--- config.mk ---
export PLATFORM = sky130hd
export DESIGN_NAME = dt_conv_arbiter
export DESIGN_NICKNAME = d
export VERILOG_FILES = /design/src/rtl/dt_conv_arbiter.sv
export SDC_FILE = /design/constraint.sdc
export NUM_CORES = 1
export LEC_CHECK = 0
export ABC_AREA = 1
export CAP_MARGIN = 25
export CORE_AREA = 2 2 215 217
export DETAILED_ROUTE_END_ITERATION = 16
export DIE_AREA = 0 0 217 219
export GPL_TIMING_DRIVEN = 0
export SLEW_MARGIN = 40
export SYNTH_ARGS = -nofsm -noshare
export SYNTH_HDL_FRONTEND = slang
export SYNTH_SLANG_ARGS = --single-unit
--- constraint.sdc ---
create_clock -name clk -period 5.4 [get_ports clk]
set_clock_uncertainty 0.2 [all_clocks]
set_input_delay 1.08 -clock clk [delete_from_list [all_inputs] [get_ports clk]]
set_output_delay 1.08 -clock clk [all_outputs]
set_load 0.005 [all_outputs]
--- src/rtl/dt_conv_arbiter.sv ---
// Round-robin arbiter/sequencer sharing one Montgomery <-> regular domain-transfer unit
// among NUM_REQ requesters, with a watchdog on the unit's completion.
module dt_conv_arbiter #(
    parameter int NUM_REQ = 2,
    parameter int W       = 32,
    parameter int TIMEOUT = 64
) (
    input  logic                 clk,
    input  logic                 reset,
    input  logic [NUM_REQ-1:0]   req,
    input  logic [NUM_REQ-1:0]   req_to_mont,
    input  logic [NUM_REQ*W-1:0] req_px,
    input  logic [NUM_REQ*W-1:0] req_py,
    input  logic [NUM_REQ*W-1:0] req_a,
    input  logic [W-1:0]         prime,
    output logic [NUM_REQ-1:0]   gnt,
    output logic [NUM_REQ-1:0]   rsp_valid,
    output logic [W-1:0]         rsp_px,
    output logic [W-1:0]         rsp_py,
    output logic [W-1:0]         rsp_a,
    output logic                 rsp_err,
    output logic                 busy,
    output logic                 dt_in_sig,
    output logic                 dt_to_mont,
    output logic [W-1:0]         dt_px,
    output logic [W-1:0]         dt_py,
    output logic [W-1:0]         dt_a,
    output logic [W-1:0]         dt_prime,
    input  logic                 dt_done,
    input  logic [W-1:0]         dt_px_out,
    input  logic [W-1:0]         dt_py_out,
    input  logic [W-1:0]         dt_a_out
);

    localparam int IDX_W = (NUM_REQ > 1) ? $clog2(NUM_REQ) : 1;
    localparam int TMR_W = (TIMEOUT > 1) ? $clog2(TIMEOUT) : 1;

    typedef enum logic [1:0] {
        IDLE  = 2'd0,
        ISSUE = 2'd1,
        WAIT  = 2'd2,
        RESP  = 2'd3
    } state_t;

    state_t             state_r;
    state_t             state_nxt_s;
    logic [IDX_W-1:0]   rr_ptr_r;
    logic [IDX_W-1:0]   idx_r;
    logic [IDX_W-1:0]   win_idx_s;
    logic               win_found_s;
    logic [TMR_W-1:0]   timer_r;
    logic               timeout_s;
    logic               err_r;
    logic               err_nxt_s;

    function automatic int wrap_idx(input int v);
        return (v >= NUM_REQ) ? (v - NUM_REQ) : v;
    endfunction

    function automatic logic [NUM_REQ-1:0] onehot(input logic [IDX_W-1:0] i);
        logic [NUM_REQ-1:0] v;
        v    = {NUM_REQ{1'b0}};
        v[i] = 1'b1;
        return v;
    endfunction

    function automatic logic [IDX_W-1:0] next_idx(input logic [IDX_W-1:0] i);
        return (int'(i) == NUM_REQ - 1) ? {IDX_W{1'b0}} : i + IDX_W'(1);
    endfunction

    // Round-robin pick: scanning backwards from rr_ptr+N-1 lets the lowest offset win last.
    always_comb begin
        win_found_s = |req;
        win_idx_s   = {IDX_W{1'b0}};
        for (int k = NUM_REQ - 1; k >= 0; k--) begin
            win_idx_s = req[wrap_idx(int'(rr_ptr_r) + k)] ?
                        IDX_W'(wrap_idx(int'(rr_ptr_r) + k)) : win_idx_s;
        end
    end

    // The watchdog counts cycles since ISSUE, so RESP lands exactly TIMEOUT cycles after it.
    assign timeout_s = (timer_r == TMR_W'(TIMEOUT - 1));

    // Next-state logic; a completion on the timeout cycle still wins.
    always_comb begin
        state_nxt_s = state_r;
        err_nxt_s   = err_r;
        case (state_r)
            IDLE: begin
                if (win_found_s) begin
                    state_nxt_s = ISSUE;
                end else begin
                    state_nxt_s = IDLE;
                end
            end
            ISSUE: begin
                state_nxt_s = WAIT;
            end
            WAIT: begin
                if (dt_done) begin
                    state_nxt_s = RESP;
                    err_nxt_s   = 1'b0;
                end else if (timeout_s) begin
                    state_nxt_s = RESP;
                    err_nxt_s   = 1'b1;
                end else begin
                    state_nxt_s = WAIT;
                end
            end
            RESP: begin
                state_nxt_s = IDLE;
            end
            default: begin
                state_nxt_s = IDLE;
                err_nxt_s   = 1'b0;
            end
        endcase
    end

    // State register and outputs registered from the next state, so nothing is combinational from req.
    always_ff @(posedge clk or negedge reset) begin
        if (!reset) begin
            state_r   <= IDLE;
            err_r     <= 1'b0;
            gnt       <= {NUM_REQ{1'b0}};
            rsp_valid <= {NUM_REQ{1'b0}};
            rsp_err   <= 1'b0;
            busy      <= 1'b0;
            dt_in_sig <= 1'b0;
        end else begin
            state_r   <= state_nxt_s;
            err_r     <= err_nxt_s;
            gnt       <= (state_nxt_s == ISSUE) ? onehot(win_idx_s) : {NUM_REQ{1'b0}};
            rsp_valid <= (state_nxt_s == RESP) ? onehot(idx_r) : {NUM_REQ{1'b0}};
            rsp_err   <= (state_nxt_s == RESP) && err_nxt_s;
            busy      <= (state_nxt_s != IDLE);
            dt_in_sig <= (state_nxt_s == ISSUE);
        end
    end

    // Operand capture at grant, result capture on completion, pointer advance and watchdog.
    always_ff @(posedge clk or negedge reset) begin
        if (!reset) begin
            rr_ptr_r   <= {IDX_W{1'b0}};
            idx_r      <= {IDX_W{1'b0}};
            timer_r    <= {TMR_W{1'b0}};
            dt_to_mont <= 1'b0;
            dt_px      <= {W{1'b0}};
            dt_py      <= {W{1'b0}};
            dt_a       <= {W{1'b0}};
            dt_prime   <= {W{1'b0}};
            rsp_px     <= {W{1'b0}};
            rsp_py     <= {W{1'b0}};
            rsp_a      <= {W{1'b0}};
        end else begin
            timer_r <= (state_r == IDLE) ? {TMR_W{1'b0}} : timer_r + TMR_W'(1);
            if ((state_r == IDLE) && win_found_s) begin
                idx_r      <= win_idx_s;
                dt_to_mont <= req_to_mont[win_idx_s];
                dt_px      <= req_px[int'(win_idx_s) * W +: W];
                dt_py      <= req_py[int'(win_idx_s) * W +: W];
                dt_a       <= req_a[int'(win_idx_s) * W +: W];
                dt_prime   <= prime;
            end
            if ((state_r == WAIT) && dt_done) begin
                rsp_px <= dt_px_out;
                rsp_py <= dt_py_out;
                rsp_a  <= dt_a_out;
            end
            if (state_r == RESP) begin
                rr_ptr_r <= next_idx(idx_r);
            end
        end
    end

endmodule

==> flow_metrics.env <==
export IMPL_drv_slew=0
export IMPL_synth_seq_cells=243
export IMPL_max_slew_margin_pct=49.01
export IMPL_start_util_pct=21.79
export IMPL_vdd_drop_max_mv=0.2714
export IMPL_cap_violations=0
export IMPL_die_y_um=219
export IMPL_pwr_share_seq_pct=34.9
export IMPL_syn_mean_instance_area_um2=10.43
export IMPL_fin_nets=1865
export IMPL_cts_sinks=243
export IMPL_placed_area_mm2=0.01628
export IMPL_rsz0062_at_grt="false"
export IMPL_path_class="primary input to register"
export IMPL_die_width_um=217
export IMPL_fin_crit_sh_pct=60.08
export IMPL_power_density_mw_per_mm2=538.9
export IMPL_drt_iter0_markers=391
export IMPL_layout_drive_gt1_share_pct=11.99
export IMPL_cp_data_required_time_ns=5.69
export IMPL_finalHoldViolCount=0
export IMPL_max_freq_ghz=0.3082
export IMPL_critPathMaxFanout=10
export IMPL_num_fill_cells=4469
export IMPL_coreArea_mm2=0.04509
export IMPL_hold_buffers=0
export IMPL_p_leak_nw=7.211
export IMPL_dpl_hpwl_um=30190
export IMPL_layout_common_cells="clkdlybuf4s50_1, dfrtp_1, nand2_1"
export IMPL_critPathLaunchType="primary input"
export IMPL_synthDistinctLibCells=19
export IMPL_setup_viol=0
export IMPL_internal_power_mw=6.220
export IMPL_grt_pass1_wl_um=57580
export IMPL_cts_root_buf="clkbuf_16"
export IMPL_antenna_found_initial=2
export IMPL_numCtsBuffers=28
export IMPL_syn_inst=942
export IMPL_postCtsSetupBuffers=0
export IMPL_cts_max_path_buffers=3
export IMPL_pwr_share_comb_pct=45.8
export IMPL_fin_area_mm2=0.01713
export IMPL_cp_end_kind="register"
export IMPL_tightest_slew_ns=0.7648
export IMPL_ioPinCount=559
export IMPL_diodes=0
export IMPL_synth_seq_area_share_pct=61.90
export IMPL_die_area_mm2=0.04752
export IMPL_grt_max_degree=62
export IMPL_drc_errors=0
export IMPL_hold_slack_ns=0.1365
export IMPL_synth_fp_nets=1273
export IMPL_clk_pin_slew_ns=0.06
export IMPL_post_drt_wl_per_cell_um=18.10
export IMPL_fin_crit_ns=3.244
export IMPL_area_delta_synth_final_pct=74.31
export IMPL_num_vias=9158
export IMPL_cts_resized=0
export IMPL_wl_um=38930
export IMPL_switching_share_pct=32.60
export IMPL_portBuffers=558
export IMPL_min_path_type="primary input to async pin"
export IMPL_yosys_warnings=0
export IMPL_gp_congestion=0.8520
export IMPL_rows=78
export IMPL_synthesis_area_mm2=0.009824
export IMPL_grt_pass1_vias=9570
export IMPL_arrival_ns=3.54
export IMPL_p_switching_mw=3.008
export IMPL_final_common_cell="clkdlybuf4s50_1"
export IMPL_cts_tree="done"
export IMPL_outcome="completed"
export IMPL_grt_ovfl_total=0
export IMPL_clkPwrFrac_pct=19.3
export IMPL_grt_usage_pct=15.71
export IMPL_drt_pass1_iter_count=4
export IMPL_htree_levels=1
export IMPL_ant_nets=0
export IMPL_vias_per_cell=4.258
export IMPL_clk_latency_ns=0.57
==> critical path, stage by stage <==
cell and delay [ns]:
clkdlybuf4s50_1 0.57, nand2_2 0.34, inv_2 0.33, clkbuf_1 0.62, nand2_1 0.36, a21oi_1 0.22
==> cells in the mapped netlist <==
cell,count,share of area [%]
a21oi_1,196,10
buf_1,1,0.038
buf_2,29,1.5
buf_4,9,0.69
buf_6,3,0.34
clkbuf_1,16,0.61
dfrtp_1,243,62
ha_1,4,0.51
inv_1,15,0.57
inv_2,2,0.076
mux2_2,96,11
nand2_1,206,7.9
nand2_2,1,0.064
nand3_1,3,0.15
nand4_1,2,0.13
nor2_1,109,4.2
o21ai_0,5,0.25
o21ai_2,1,0.089
o21bai_1,1,0.076
==> sequential cells by signal, summed over array words and instances (netlist names), 2 cells and up <==
signal     flops
dt_a          32
dt_prime      32
dt_px         32
dt_py         32
gnt            2
rsp_a         32
rsp_px        32
rsp_py        32
rsp_valid      2
state_r        2
timer_r        6
==> power groups by stage <==
stage | clock, mW | sequential [mW] | combinational (mW)
after detailed placement | 0 | 3.24 | 4.29
after floorplan | 0 | 3.26 | 1.54
after global routing | 1.92 | 3.33 | 4.61
after global placement | 0 | 3.22 | 4.24
after CTS | 1.85 | 3.23 | 4.31
final | 1.78 | 3.22 | 4.23
==> path summary, 6_finish.rpt <==
path                                           to            startpoint  slack [ns]  depth (start not counted)
setup / recovery              dt_a[5]$_DFFE_PN0P_                req[1]        2.16                          6
hold / removal             rsp_px[11]$_DFFE_PN0P_                 reset        0.14                          1
setup reg to reg              dt_a[5]$_DFFE_PN0P_  rr_ptr_r$_DFFE_PN0N_        2.86                          7
hold reg to reg            rsp_valid[0]$_DFF_PN0_     idx_r$_DFFE_PN0P_        0.27                          1
max in group asynchronous     dt_a[0]$_DFFE_PN0P_                 reset        3.92                          3
min in group clk           rsp_valid[0]$_DFF_PN0_     idx_r$_DFFE_PN0P_        0.27                          1
==> metal layers <==
metal	part of all wire, %	wire length [µm]	vias up	GRT usage, %
li1	-	-	4296	-
met1	38	14940	4395	17.83
met2	48	18740	409	27.31
met3	10	3972	56	5.821
met4	3.3	1269	2	5.068
met5	0.023	9	-	0
==> logic make-up after synthesis <==
group	synth area share, %
adders and majority gates	0.5094
and+or+nand+nor	12.38
DFF	61.90
buffers and inverters	3.808
AOI/OAI and AO/OA	10.40
muxes	11.00
==> metrics by stage <==
| stage | std cells | power (mW) | TNS (ns) | util, % | worst slack [ns] |
|---|---|---|---|---|---|
| 2_1_floorplan | 942 | 4.804 | 0 | - | 3.161 |
| 3_3_place_gp | 2100 | 7.456 | -1893.82 | 35.84 | -7.841 |
| 3_5_place_dp | 2104 | 7.532 | 0 | 36.10 | 1.559 |
| 4_1_cts | 2151 | 9.379 | 0 | 37.96 | 2.160 |
| 5_1_grt | 2151 | 9.861 | 0 | 37.98 | 2.078 |
| 6_report | 2151 | 9.229 | 0 | 37.98 | 2.156 |
==> cell type report <==
class	count	area, µm²	share of cell area [%]
plain buffers	58	310.3	1.812
repair buffers	562	5700	33.29
inverters	17	63.81	0.3726
flip-flops and latches	243	6081	35.51
multi-input cells	624	3377	19.72
clock inverters	7	46.29	0.2703
clock buffers	40	795.8	4.647
well taps	600	750.7	4.384
No activity file was read; power rests on OpenSTA's default activity.
==> RTL change: new RTL, config.mk and constraints unchanged <==
Remove the register `rsp_err`: a continuous assignment takes its place, so the output `rsp_err` follows one clock earlier.
--- a/src/rtl/dt_conv_arbiter.sv
+++ b/src/rtl/dt_conv_arbiter.sv
@@ -125,5 +125,4 @@
             gnt       <= {NUM_REQ{1'b0}};
             rsp_valid <= {NUM_REQ{1'b0}};
-            rsp_err   <= 1'b0;
             busy      <= 1'b0;
             dt_in_sig <= 1'b0;
@@ -133,9 +132,10 @@
             gnt       <= (state_nxt_s == ISSUE) ? onehot(win_idx_s) : {NUM_REQ{1'b0}};
             rsp_valid <= (state_nxt_s == RESP) ? onehot(idx_r) : {NUM_REQ{1'b0}};
-            rsp_err   <= (state_nxt_s == RESP) && err_nxt_s;
             busy      <= (state_nxt_s != IDLE);
             dt_in_sig <= (state_nxt_s == ISSUE);
         end
     end
+
+    assign rsp_err = (state_nxt_s == RESP) && err_nxt_s;
 
     // Operand capture at grant, result capture on completion, pointer advance and watchdog.
Formal check against the unedited RTL: same outputs for any inputs over 4 cycles, from zero or initial values and one cycle with reset low; that may be too few to reach the edited logic, so the function may still have changed.
==> RTL change against the original RTL <==
  * Final cell count is essentially flat
  * Wire length increased by 0.70%
  * Sequential cell count is 1 lower
  * Critical path depth rose by 1
  * Design area hardly changed
  * Total power rose by 0.95%
  * Global-route usage is 0.060 points higher
  * Non-clock buffer count shrank 1
  * Combinational power about the same
  * Worst setup slack got worse by 1.3 ns
  * Clock power grew 4%
  * Area after synthesis decreased by 0.25%
  * Critical endpoint is now rsp_err
  * Largest cell class unchanged
  * Highest routed layer unchanged
==> RTL change: results (changes against the original RTL) <==
# nets final - 1864 (-0.054%)
DRT iter0 DRCs - 290 (-26%)
Clock latency on the worst-skew pair - 0.55 ns (-0.02 ns)
Total vias in the final route - 9167 (+0.098%)
Maximum vdd drop - 0.252 mV (-7.2%)
Synth top area cells - dfrtp_1 (62%), mux2_2 (11%), a21oi_1 (10%)
CTS buffer count - 29 (+3.6%)
CTS root buffer - clkbuf_16
Ys async rst share - 100% (unchanged)
Gpl congestion - 0.854 (+0.27%)
Leak Pwr - 7.19 nW (-0.26%)
Syn nets - 1272 (-0.079%)
First-pass GRT wire length - 57400 um (-0.31%)
Share of cells above drive strength 1 - 11.9% (-0.049 points)
Sw Share - 32.5% (-0.074 points)
Crit path max fanout - 10 (unchanged)
Post-cts repair resize count - 0 (unchanged)
Max clock buf depth - 3 (unchanged)
Post-synth top cells - dfrtp_1 (242), nand2_1 (206), a21oi_1 (196), nor2_1 (109), mux2_2 (96)
TritonRoute pass-1 iters - 5 (+1)
Fill count - 4492 (+0.51%)
Routed len/inst - 18.2 um (+0.75%)
Via-per-instance ratio - 4.26 (+0.14%)
Largest net degree at the start of global routing - 72 (+16%)
Vias in the first global route - 9705 (+1.4%)
GRT Total Usage - 15.8% (+0.060 points)
Post-DP HPWL - 30400 um (+0.63%)
Dpl cells - 2102 (-0.095%)
Initial antenna violation count - 4 (+2)
Setup TNS Final - 0 ns (unchanged)
Fraction of the yosys area taken by sequential cells - 61.8% (-0.097 points)
Status - finished clean
Final Hold Viols - 0 (unchanged)
Least-Margin Pin Slew - 0.752 ns (-0.0128 ns)
Cells after Synth - 941 (-0.11%)
## RTL change: area by class of cell
type	instances	area share (%)
Antenna cell	1	0.0146
Buffer	58	1.81
Clock buffer	41	4.80
Clock inverter	6	0.373
Inverter	17	0.373
Multi-Input combinational cell	624	19.7
Sequential cell	242	35.4
Tap cell	600	4.39
Timing Repair Buffer	561	33.2
## RTL change: layer usage
layer / GRT usage (%) / part of all wire (%)
met1: 17.6 / 38
met2: 27.6 / 49
met3: 5.60 / 9.9
met4: 5.84 / 3.3
met5: 0 / 0.12
## RTL change: path summary, 6_finish.rpt
path	from	to	slack (ns)	cells past startpoint
min in group clk	idx_r	rsp_valid[0]	0.26	1
max	req[1]	rsp_err	0.83	7
max in group asynchronous	reset	dt_a[17]	3.70	3
min	reset	rsp_a[29]	0.26	1
max reg2reg	state_r[0]	dt_px[14]	3.06	8
min reg2reg	idx_r	rsp_valid[0]	0.26	1
## RTL change: cell families after synthesis
family	share of synthesized area, %
buf+inv	3.82
compound gates	10.4
simple gates	12.4
flops	61.8
mux	11.0
fa+ha+maj	0.511
## RTL change: worst max-delay path: stages
cell,delay [ns]
clkdlybuf4s50_1,0.47
o21ai_2,0.60
buf_4,0.34
nand2_1,0.11
nand2_1,0.13
nor2_1,0.06
clkdlybuf4s50_1,0.48
## RTL change: through the flow
| stage | setup slack (ns) | area, um^2 |
|---|---|---|
| after floorplan | 2.34 | 9800 |
| after CTS | 0.677 | 17100 |
| after global placement | -8.02 | 16100 |
| after global routing | 0.643 | 17100 |
| final | 0.832 | 17100 |
| after detailed placement | 0.688 | 16200 |
## RTL change: power groups by stage
stage	registers [W]	clock network, W	logic [W]
floorplan	0.00325	0	0.00154
global placement	0.00323	0	0.00425
detailed placement	0.00325	0	0.00430
CTS	0.00323	0.00193	0.00432
global route	0.00333	0.00200	0.00461
finish	0.00322	0.00186	0.00423
